$ cat src/rtl/ftdi_cmd_parser_if.sv
// Bridge and register-bus signal bundle for ftdi_cmd_parser.
// Latency: none; wires only.
// Backpressure: rd_gnt stalls RX consumption; wr_gnt holds each TX byte.
interface ftdi_cmd_parser_if;
    logic       rd_req;
    logic       rd_gnt;
    logic [7:0] rd_data;
    logic       wr_req;
    logic       wr_gnt;
    logic [7:0] wr_data;
    logic       reg_we;
    logic       reg_re;
    logic [7:0] reg_addr;
    logic [7:0] reg_wdata;
    logic [7:0] reg_rdata;

    // master = command parser, slave = bridge FIFOs plus register file
    modport master (
        output rd_req, input rd_gnt, input rd_data,
        output wr_req, input wr_gnt, output wr_data,
        output reg_we, output reg_re, output reg_addr, output reg_wdata,
        input  reg_rdata
    );
    modport slave (
        input  rd_req, output rd_gnt, output rd_data,
        input  wr_req, output wr_gnt, input wr_data,
        input  reg_we, input reg_re, input reg_addr, input reg_wdata,
        output reg_rdata
    );
endinterface

$ cat src/rtl/ftdi_cmd_parser.sv
// Framed command engine: parses A5/CMD/ADDR/LEN/[data]/CHK, drives reg writes/reads, returns read frames.
// Latency: writes start the cycle after CHK; reads emit 4 header bytes, then 2 cycles/data byte, then CHK.
// Backpressure: rd_gnt gates every RX byte; wr_req/wr_data hold until wr_gnt. FTDI_CMD_ACK_EN adds a write ack frame.
module ftdi_cmd_parser #(
    parameter int TIMEOUT_CYC = 65535,
    parameter int ERR_W       = 16
) (
    input  logic              usb_clk,
    input  logic              rst_n,
    ftdi_cmd_parser_if.master bus,
    output logic [ERR_W-1:0]  err_cnt,
    output logic              busy
);
    localparam int TO_W = $clog2(TIMEOUT_CYC + 1);

    localparam logic [3:0] S_HUNT    = 4'd0;
    localparam logic [3:0] S_CMD     = 4'd1;
    localparam logic [3:0] S_ADDR    = 4'd2;
    localparam logic [3:0] S_LEN     = 4'd3;
    localparam logic [3:0] S_DATA    = 4'd4;
    localparam logic [3:0] S_CHK     = 4'd5;
    localparam logic [3:0] S_COMMIT  = 4'd6;
    localparam logic [3:0] S_TX_HDR  = 4'd7;
    localparam logic [3:0] S_TX_RD   = 4'd8;
    localparam logic [3:0] S_TX_CAP  = 4'd9;
    localparam logic [3:0] S_TX_SEND = 4'd10;
    localparam logic [3:0] S_TX_CHK  = 4'd11;
    localparam logic [3:0] S_ACK     = 4'd12;

    logic [3:0]       r_state;
    logic [7:0]       r_cmd, r_addr, r_len, r_cnt, r_sum, r_byte;
    logic [2:0]       r_idx;
    logic [TO_W-1:0]  r_to;
    logic [ERR_W-1:0] r_err;
    logic [7:0]       r_buf [256];

    logic       w_acc, w_timed, w_to_exp, w_last, w_err, w_cmd_ok;
    logic [7:0] w_sum_nxt, w_cur_addr, w_hdr, w_tx_byte;

    assign w_acc      = bus.rd_req & bus.rd_gnt;
    assign w_timed    = (r_state >= S_CMD) && (r_state <= S_CHK);
    assign w_to_exp   = w_timed && !w_acc && (r_to == TO_W'(TIMEOUT_CYC - 1));
    assign w_last     = (r_cnt == r_len - 8'd1);
    assign w_sum_nxt  = r_sum + bus.rd_data;
    assign w_cur_addr = r_addr + r_cnt;
    assign w_cmd_ok   = (bus.rd_data == 8'h01) || (bus.rd_data == 8'h02);
    // TX_CAP forwards the fresh read data; TX_SEND replays the captured copy
    assign w_tx_byte  = (r_state == S_TX_CAP) ? bus.reg_rdata : r_byte;

    // Every way a frame can be dropped; at most one fires per cycle
    assign w_err = (r_state == S_CMD && w_acc && !w_cmd_ok)
                 | (r_state == S_LEN && w_acc && bus.rd_data == 8'h00)
                 | (r_state == S_CHK && w_acc && w_sum_nxt != 8'h00)
                 | w_to_exp;

    // Header byte for the read response (TX) or write ack (ACK) frame
    always_comb begin
        w_hdr = 8'h00;
        case (r_idx)
            3'd0:    w_hdr = 8'h5A;
            3'd1:    w_hdr = (r_state == S_ACK) ? 8'h81 : r_cmd;
            3'd2:    w_hdr = r_addr;
            3'd3:    w_hdr = r_len;
            default: w_hdr = 8'h00 - (8'h81 + r_addr + r_len);
        endcase
    end

    // Output decode; everything is a function of state so reset forces all to 0
    always_comb begin
        bus.rd_req    = rst_n && (r_state <= S_CHK);
        bus.wr_req    = (r_state == S_TX_HDR) || (r_state == S_TX_CAP) || (r_state == S_TX_SEND)
                     || (r_state == S_TX_CHK) || (r_state == S_ACK);
        bus.wr_data   = 8'h00;
        case (r_state)
            S_TX_HDR, S_ACK:     bus.wr_data = w_hdr;
            S_TX_CAP, S_TX_SEND: bus.wr_data = w_tx_byte;
            S_TX_CHK:            bus.wr_data = 8'h00 - r_sum;
            default:             bus.wr_data = 8'h00;
        endcase
        bus.reg_we    = (r_state == S_COMMIT);
        bus.reg_re    = (r_state == S_TX_RD);
        bus.reg_addr  = (r_state == S_COMMIT || r_state == S_TX_RD) ? w_cur_addr : 8'h00;
        bus.reg_wdata = (r_state == S_COMMIT) ? r_buf[r_cnt] : 8'h00;
        err_cnt       = r_err;
        busy          = (r_state != S_HUNT);
    end

    // Payload buffer; contents are don't-care outside a write frame
    always_ff @(posedge usb_clk) begin
        if (r_state == S_DATA && w_acc) r_buf[r_cnt] <= bus.rd_data;
    end

    // Inter-byte timer: runs only while a frame is being received
    always_ff @(posedge usb_clk or negedge rst_n) begin
        if (!rst_n)                            r_to <= '0;
        else if (!w_timed || w_acc || w_to_exp) r_to <= '0;
        else                                   r_to <= r_to + 1'b1;
    end

    // Saturating dropped-frame counter
    always_ff @(posedge usb_clk or negedge rst_n) begin
        if (!rst_n)                                      r_err <= '0;
        else if (w_err && (r_err != {ERR_W{1'b1}}))      r_err <= r_err + 1'b1;
    end

    // Main frame FSM; r_sum carries CMD+ADDR+LEN(+payload), reused as the TX checksum seed
    always_ff @(posedge usb_clk or negedge rst_n) begin
        if (!rst_n) begin
            r_state <= S_HUNT;
            r_cmd   <= 8'h00;
            r_addr  <= 8'h00;
            r_len   <= 8'h00;
            r_cnt   <= 8'h00;
            r_sum   <= 8'h00;
            r_byte  <= 8'h00;
            r_idx   <= 3'd0;
        end else if (w_to_exp) begin
            r_state <= S_HUNT;
        end else begin
            case (r_state)
                S_HUNT: if (w_acc && bus.rd_data == 8'hA5) r_state <= S_CMD;
                S_CMD: if (w_acc) begin
                    r_cmd   <= bus.rd_data;
                    r_sum   <= bus.rd_data;
                    r_state <= w_cmd_ok ? S_ADDR : S_HUNT;
                end
                S_ADDR: if (w_acc) begin
                    r_addr  <= bus.rd_data;
                    r_sum   <= w_sum_nxt;
                    r_state <= S_LEN;
                end
                S_LEN: if (w_acc) begin
                    r_len   <= bus.rd_data;
                    r_sum   <= w_sum_nxt;
                    r_cnt   <= 8'h00;
                    if (bus.rd_data == 8'h00)  r_state <= S_HUNT;
                    else if (r_cmd == 8'h01)   r_state <= S_DATA;
                    else                       r_state <= S_CHK;
                end
                S_DATA: if (w_acc) begin
                    r_sum <= w_sum_nxt;
                    if (w_last) r_state <= S_CHK;
                    else        r_cnt   <= r_cnt + 8'd1;
                end
                S_CHK: if (w_acc) begin
                    r_cnt <= 8'h00;
                    r_idx <= 3'd0;
                    if (w_sum_nxt != 8'h00)   r_state <= S_HUNT;
                    else if (r_cmd == 8'h01)  r_state <= S_COMMIT;
                    else                      r_state <= S_TX_HDR;
                end
                S_COMMIT: begin
                    if (w_last) begin
`ifdef FTDI_CMD_ACK_EN
                        r_idx   <= 3'd0;
                        r_state <= S_ACK;
`else
                        r_state <= S_HUNT;
`endif
                    end else begin
                        r_cnt <= r_cnt + 8'd1;
                    end
                end
                S_TX_HDR: if (bus.wr_gnt) begin
                    if (r_idx == 3'd3) r_state <= S_TX_RD;
                    else               r_idx   <= r_idx + 3'd1;
                end
                S_TX_RD: r_state <= S_TX_CAP;
                S_TX_CAP, S_TX_SEND: begin
                    if (r_state == S_TX_CAP) r_byte <= bus.reg_rdata;
                    if (bus.wr_gnt) begin
                        r_sum <= r_sum + w_tx_byte;
                        if (w_last) begin
                            r_state <= S_TX_CHK;
                        end else begin
                            r_cnt   <= r_cnt + 8'd1;
                            r_state <= S_TX_RD;
                        end
                    end else begin
                        r_state <= S_TX_SEND;
                    end
                end
                S_TX_CHK: if (bus.wr_gnt) r_state <= S_HUNT;
                S_ACK: if (bus.wr_gnt) begin
                    if (r_idx == 3'd4) r_state <= S_HUNT;
                    else               r_idx   <= r_idx + 3'd1;
                end
                default: r_state <= S_HUNT;
            endcase
        end
    end
endmodule

$ cat src/flat_wrapper.sv
// flat-port wrapper written by rule: the top's interface ports become plain ports
module ftdi_cmd_parser_flat 
#(
    parameter int TIMEOUT_CYC = 65535,
    parameter int ERR_W       = 16
)
  (usb_clk, rst_n, err_cnt, busy, bus_rd_req, bus_rd_gnt, bus_rd_data, bus_wr_req, bus_wr_gnt, bus_wr_data, bus_reg_we, bus_reg_re, bus_reg_addr, bus_reg_wdata, bus_reg_rdata);
  ftdi_cmd_parser_if bus_i ();
  input  logic usb_clk;
  input  logic rst_n;
  output logic [ERR_W-1:0] err_cnt;
  output logic busy;
  output wire logic [$bits(bus_i.rd_req)-1:0] bus_rd_req;
  input wire logic [$bits(bus_i.rd_gnt)-1:0] bus_rd_gnt;
  input wire logic [$bits(bus_i.rd_data)-1:0] bus_rd_data;
  output wire logic [$bits(bus_i.wr_req)-1:0] bus_wr_req;
  input wire logic [$bits(bus_i.wr_gnt)-1:0] bus_wr_gnt;
  output wire logic [$bits(bus_i.wr_data)-1:0] bus_wr_data;
  output wire logic [$bits(bus_i.reg_we)-1:0] bus_reg_we;
  output wire logic [$bits(bus_i.reg_re)-1:0] bus_reg_re;
  output wire logic [$bits(bus_i.reg_addr)-1:0] bus_reg_addr;
  output wire logic [$bits(bus_i.reg_wdata)-1:0] bus_reg_wdata;
  input wire logic [$bits(bus_i.reg_rdata)-1:0] bus_reg_rdata;
  assign bus_rd_req = bus_i.rd_req;
  assign bus_i.rd_gnt = bus_rd_gnt;
  assign bus_i.rd_data = bus_rd_data;
  assign bus_wr_req = bus_i.wr_req;
  assign bus_i.wr_gnt = bus_wr_gnt;
  assign bus_wr_data = bus_i.wr_data;
  assign bus_reg_we = bus_i.reg_we;
  assign bus_reg_re = bus_i.reg_re;
  assign bus_reg_addr = bus_i.reg_addr;
  assign bus_reg_wdata = bus_i.reg_wdata;
  assign bus_i.reg_rdata = bus_reg_rdata;
  ftdi_cmd_parser #(.TIMEOUT_CYC(TIMEOUT_CYC), .ERR_W(ERR_W)) u_core (.usb_clk(usb_clk), .rst_n(rst_n), .bus(bus_i), .err_cnt(err_cnt), .busy(busy));
endmodule
$ cat config.mk
export PLATFORM = sky130hd
export DESIGN_NAME = ftdi_cmd_parser_flat
export DESIGN_NICKNAME = d
export VERILOG_FILES = /design/src/rtl/ftdi_cmd_parser_if.sv /design/src/rtl/ftdi_cmd_parser.sv /design/src/flat_wrapper.sv
export SDC_FILE = /design/constraint.sdc
export NUM_CORES = 2
export LEC_CHECK = 0
export BUFFER_PORTS_ARGS = -buffer_cell sky130_fd_sc_hd__buf_4
export CAP_MARGIN = 20
export CORE_UTILIZATION = 57
export CTS_CLUSTER_SIZE = 24
export DETAILED_ROUTE_END_ITERATION = 10
export PLACE_DENSITY = 0.76
export SYNTH_ARGS = -nofsm -noshare
export SYNTH_HDL_FRONTEND = slang
export SYNTH_SLANG_ARGS = --single-unit
$ cat constraint.sdc
create_clock -name usb_clk -period 3.7 [get_ports usb_clk]
set_input_delay 0 -clock usb_clk [delete_from_list [all_inputs] [get_ports usb_clk]]
set_output_delay 0 -clock usb_clk [all_outputs]
set_load 0.01 [all_outputs]
## Word-level counts from Yosys, hierarchy flattened

Memories as Yosys holds them, arrays and structs flattened.
Cells that the tools add are included.

- Flip-flop bits (word level): 87
- Bits in writable memories: 2048
- Output and inout bits: 45
- Word-level logic and storage cells: 166
- Memories kept: 1

- Add/subtract/negate cells: 12
- $lt $le $gt $ge: 2
- Eq/ne operators: 46
- Muxes and demuxes: 46
- Bitwise gates (word level): 5
- Reductions and logical operators: 44

Memories:

| memory | words | width | read ports | clocked after memory_dff | wr ports | line | RTL |
|---|---|---|---|---|---|---|---|
| u_core.r_buf | 256 | 8 | 1 | 0 | 1 | ftdi_cmd_parser.sv:35 | `logic [7:0] r_buf [256];` |

Operators with widths:

| operator | count |
|---|---|
| $mux 8 | 11 |
| $mux 4 | 16 |
| $pmux 8 s4 | 2 |
| $pmux 4 s12 | 1 |
| $pmux 8 s3 | 2 |
| $add 16x1->16 const B | 2 |
| $add 8x8->8 | 4 |
| $ne 3x1->1 const B | 8 |
| $eq 4x4->1 const B | 5 |
| $eq 16x16->1 const B | 1 |
| $eq 4x3->1 const B | 4 |
| $eq 8x1->1 const B | 2 |
| $mux 16 | 1 |
| $ne 16x16->1 const B | 1 |
| $sub 1x8->8 const A | 2 |
| $mux 3 | 5 |
| $ne 3x2->1 const B | 5 |
| $logic_and 1x1->1 | 13 |
| $reduce_and 13->1 | 1 |
| $ne 2x1->1 const B | 5 |
| $ne 2x2->1 const B | 5 |
| $reduce_and 5->1 | 2 |
| $pmux 3 s3 | 1 |
| $reduce_and 3->1 | 3 |
| 31 further kinds | 53 |

## Longest topological paths before layout

- Depth in word-level cells: 9
- Depth in mapped cells: 15
- Depth with buffers taken out: 13

## Worst setup path before layout

No wires, ideal clock.

- Path kind: reg2reg
- Start: register u_core.r_state[3]
- End: register u_core.r_sum[7]
- Setup time: 0.078 ns
- Arrival time: 3.700 ns
- Setup slack: -0.078 ns
- Stages on the path, launching flop included: 16
- Period minus slack after synthesis: 3.778 ns
- Cells stage by stage: dfrtp_1 clkbuf_1 clkbuf_1 nand2b_1 nor2_1 clkbuf_1 mux2_2 ha_1 a21o_1 a21oi_1 nor2b_1 o21a_1 o41a_1 xnor2_1 o31ai_1 o2bb2ai_1

- Elaborated cells between the ends (all ways): 26
- Those cells by class: 1 x add/sub; 2 x order compare; 9 x eq/ne; 3 x mux; 2 x bitwise; 9 x reduce/logical

RTL lines:

| item | line | RTL |
|---|---|---|
| start: declaration | ftdi_cmd_parser.sv:30 | `logic [3:0] r_state;` |
| start signal: assignment | ftdi_cmd_parser.sv:125 | `r_state <= w_cmd_ok ? S_ADDR : S_HUNT;` |
| $eq 4x4->1 | ftdi_cmd_parser.sv:48 | `assign w_tx_byte = (r_state == S_TX_CAP) ? bus.reg_rdata : r_byte;` |
| $mux 8 | ftdi_cmd_parser.sv:48 |  |
| named net u_core.w_tx_byte[1] | ftdi_cmd_parser.sv:38 | `logic [7:0] w_sum_nxt, w_cur_addr, w_hdr, w_tx_byte;` |
| $add 8x8->8 | ftdi_cmd_parser.sv:172 | `r_sum <= r_sum + w_tx_byte;` |
| $mux 8 | ftdi_cmd_parser.sv:171 | `if (bus.wr_gnt) begin` |
| $pmux 8 s3 | ftdi_cmd_parser.sv:120 | `case (r_state)` |
| end signal: assignment | ftdi_cmd_parser.sv:124 | `r_sum <= bus.rd_data;` |
| end signal: assignment | ftdi_cmd_parser.sv:129 | `r_sum <= w_sum_nxt;` |
| end signal: assignment | ftdi_cmd_parser.sv:172 |  |
| end: declaration | ftdi_cmd_parser.sv:31 | `logic [7:0] r_cmd, r_addr, r_len, r_cnt, r_sum, r_byte;` |

The timed path passes the listed nets, and every way through them passes these cells. The select of a mux whose other input is x is not followed.
A chain may end at the register's enable or synchronous reset.

## Final worst setup path

- Start: register u_core.r_cnt[0]
- End: output bus_reg_wdata[0]

- Word-level cells in the longest chain between the ends: 2

Ends and longest elaborated chain:

| item | line | RTL |
|---|---|---|
| start: declaration | ftdi_cmd_parser.sv:31 |  |
| start signal: assignment | ftdi_cmd_parser.sv:143 | `else r_cnt <= r_cnt + 8'd1;` |
| start signal: assignment | ftdi_cmd_parser.sv:161 | `r_cnt <= r_cnt + 8'd1;` |
| start signal: assignment | ftdi_cmd_parser.sv:176 | `r_cnt <= r_cnt + 8'd1;` |
| $mem_v2 256x8 | n/a |  |
| $mux 8 | ftdi_cmd_parser.sv:83 | `bus.reg_wdata = (r_state == S_COMMIT) ? r_buf[r_cnt] : 8'h00;` |
| end: declaration | flat_wrapper.sv:22 | `output wire logic [$bits(bus_i.reg_wdata)-1:0] bus_reg_wdata;` |

No other way between the ends.

==> flow_metrics.tcl <==
set metrics [dict create \
    grt_pass1_vias 48000 \
    initial_core_util 0.574 \
    gp_congestion 0.984 \
    hpwlAfterDp_um 154000 \
    crit_type "flip-flop to primary output" \
    htree_num_levels 4 \
    num_antenna_cells 0 \
    yosysWarnings 0 \
    n_fill_cell 9127 \
    drv_cap 0 \
    cp.arrival_ps 4210 \
    synth_nets 4445 \
    violations "negative setup slack" \
    area_growth_syn_to_layout_pct 17.7 \
    syn_inst 4373 \
    fin_nets 5053 \
    setup_viol 8 \
    drive_gt1_frac 0.319 \
    synth.cell_area_um2 85800 \
    stdcell_count 7165 \
    placed_cells 6660 \
    yosysSeqAreaShare 0.742 \
    path_max_fanout 10 \
    cts_root_buf "clkbuf_16" \
    slew_violations 0 \
    vias 49600 \
    worstPathRequired_ps 3700 \
    skew_ps 58.6 \
    run_status "finished with violations" \
    synth_enable_flop_cells 2048 \
    clk_pin_slew_ps 60 \
    core_area_um2 150000 \
    place_ws_ps -215 \
    remaining_drc_errors 0 \
    dieWidth_um 390 \
    ys_ff_latch 2135 \
    async_reset_ff_frac 0.0407 \
    grt_pass1_wl_um 351000 \
    grt_usage 0.328 \
    worstMarginPinSlew_ps 1280 \
    detail-route-antenna-nets 0 \
    grt_setup_unrepaired "true" \
    synth_cell_type_count 83 \
    die_area_um2 152000 \
    min_period_ps 4210 \
    cts_sinks 2135 \
    post-route-period-util 1.14 \
    drtIter0Drc 7891 \
    power_density_nw_per_um2 520 \
    numCtsBuffers 203 \
    hold_path.class "input pin to flip-flop" \
    slew_headroom 0.145 \
    post_drt_wl_per_cell_um 34.8 \
    max_freq_ghz 0.238 \
    routed_via_density 6.92 \
    finalHoldViolations 0 \
    end_kind "primary output" \
    clkLatencyLatePin_ps 860 \
    finalWirelength_um 249000 \
    num_rows 142 \
    pin_count 65 \
    grt_max_degree 240 \
    clock_path_buffers 3 \
    grt_overflow 0 \
    hold_ws_ps 71.6 \
    synth_top_flop_cell "edfxtp_1" \
    die_height_um 390 \
    setup_ws_ps -508 \
    max-vdd-ir-drop_uv 520 \
    antenna_found_initial 10 \
    p_leak_nw 32.3 \
    dr.pass1.iters 8 \
    io_buffers 64 \
    cp-start-kind "flip-flop" \
    syn_avg_cell_area_um2 19.6 \
    cts_tree "built" \
    final_util 0.676 \
    tns_ps -3600 \
]
-- power breakdown --
group / internal [mW] / switching (mW) / total (mW)
registers: 26.6 / 0.197 / 26.8
logic: 2.16 / 2.76 / 4.92
clock network: 11.7 / 9.18 / 20.8
-- worst max-delay path, cell delays in order, from the launching register on --
cell	delay (ps)
dfrtp_4	470
buf_6	130
buf_12	160
buf_16	170
buf_4	150
mux4_2	530
mux2i_2	240
buf_4	190
o32ai_2	170
a211oi_2	250
nand4_1	110
nor3_1	180
buf_4	160
a31oi_4	110
buf_6	190
buf_6	120
-- sequential cells by signal (all words and copies together) (netlist names) --
name            flops
u_core.r_buf     2048
u_core.r_idx        3
u_core.r_byte       8
u_core.r_addr       8
u_core.err_cnt     16
u_core.r_to        16
u_core.r_len        8
u_core.r_cmd        8
u_core.r_sum        8
u_core.r_state      4
u_core.r_cnt        8
-- placed cells by master, fill, tap and decap left out, types with 42 or more instances in the layout --
cell,n
nand3_1,58
a22oi_1,65
a21oi_1,67
xnor2_1,49
clkbuf_16,205
buf_4,492
inv_1,42
mux2i_1,71
mux4_2,519
buf_12,59
edfxtp_1,2048
ha_1,48
nor2_1,368
clkinv_1,51
o21ai_0,42
dfrtp_1,79
nand2_1,138
-- final cells by class --
type                    count  area, µm²  area share
clock buffers             241       5250      0.0520
clock inverters           132       1360      0.0135
well taps                2016       2520      0.0250
repair buffers            653       6420      0.0635
inverters                  45        175     0.00173
multi-input cells        1943      21600       0.214
flip-flops and latches   2135      63700       0.630
-- synthesized netlist by cell type, drive strengths merged, types with 49 or more instances --
cell type	number	area, µm²
edfxtp	2048	61500
xnor2	49	429
nand3	61	315
buf	123	836
o21ai	56	284
mux4	519	11700
mux2i	86	861
nand2	146	548
dfrtp	87	2180
a21oi	83	427
nor2	373	1400
a22oi	82	616
clkbuf	127	477
-- kinds of logic (layout without fill, tap and decap cells) --
kind of cell | after synthesis | in the layout | synth area share
AOI/OAI and AO/OA | 414 | 414 | 0.0340
muxes | 646 | 646 | 0.152
DFF | 2135 | 2135 | 0.742
and+or+nand+nor | 758 | 758 | 0.0399
adders and majority gates | 52 | 52 | 0.00793
buffers and inverters | 295 | 1071 | 0.0173
xor gates and xnor gates | 73 | 73 | 0.00745
-- what timing repair did --
| action | 4_1_cts | 5_1_grt |
|---|---|---|
| hold buffers | 28 | 0 |
| setup buffers | 52 | 47 |
| cloned | 9 | 1 |
| pin swaps | 33 | 33 |
| hold endpoints to repair | 482 | 0 |
| resized for setup | 165 | 119 |
| setup endpoints to repair | 10 | 16 |
-- path summary, 6_finish.rpt --
kind	from	cells past startpoint	slack [ps]	endpoint
min in group asynchronous	rst_n	4	440	u_core.r_cnt[6]
min reg2reg	u_core.err_cnt[5]	1	500	u_core.err_cnt[5]
min	bus_rd_data[3]	2	70	u_core.r_buf[16][3]
max in group asynchronous	rst_n	5	2130	u_core.err_cnt[3]
max	u_core.r_cnt[0]	15	-510	bus_reg_wdata[0]
max reg2reg	u_core.r_state[1]	6	180	u_core.r_buf[240][4]
-- metrics by stage --
step	total power [mW]	cell area, µm²
floorplan	29.7	85800
global placement	31.4	91700
detailed placement	31.5	91700
CTS	52.3	100000
global route	53.7	101000
finish	52.6	101000
-- layer usage --
layer	wire length, µm	share of wire	up-vias	global-route usage
met5	82	0.00033	-	0
met4	14400	0.058	12	0.161
met3	34900	0.14	748	0.0877
met2	113000	0.45	4328	0.485
met1	87400	0.35	25300	0.457
li1	-	-	19200	-
Power figures use the tool's default switching activity.
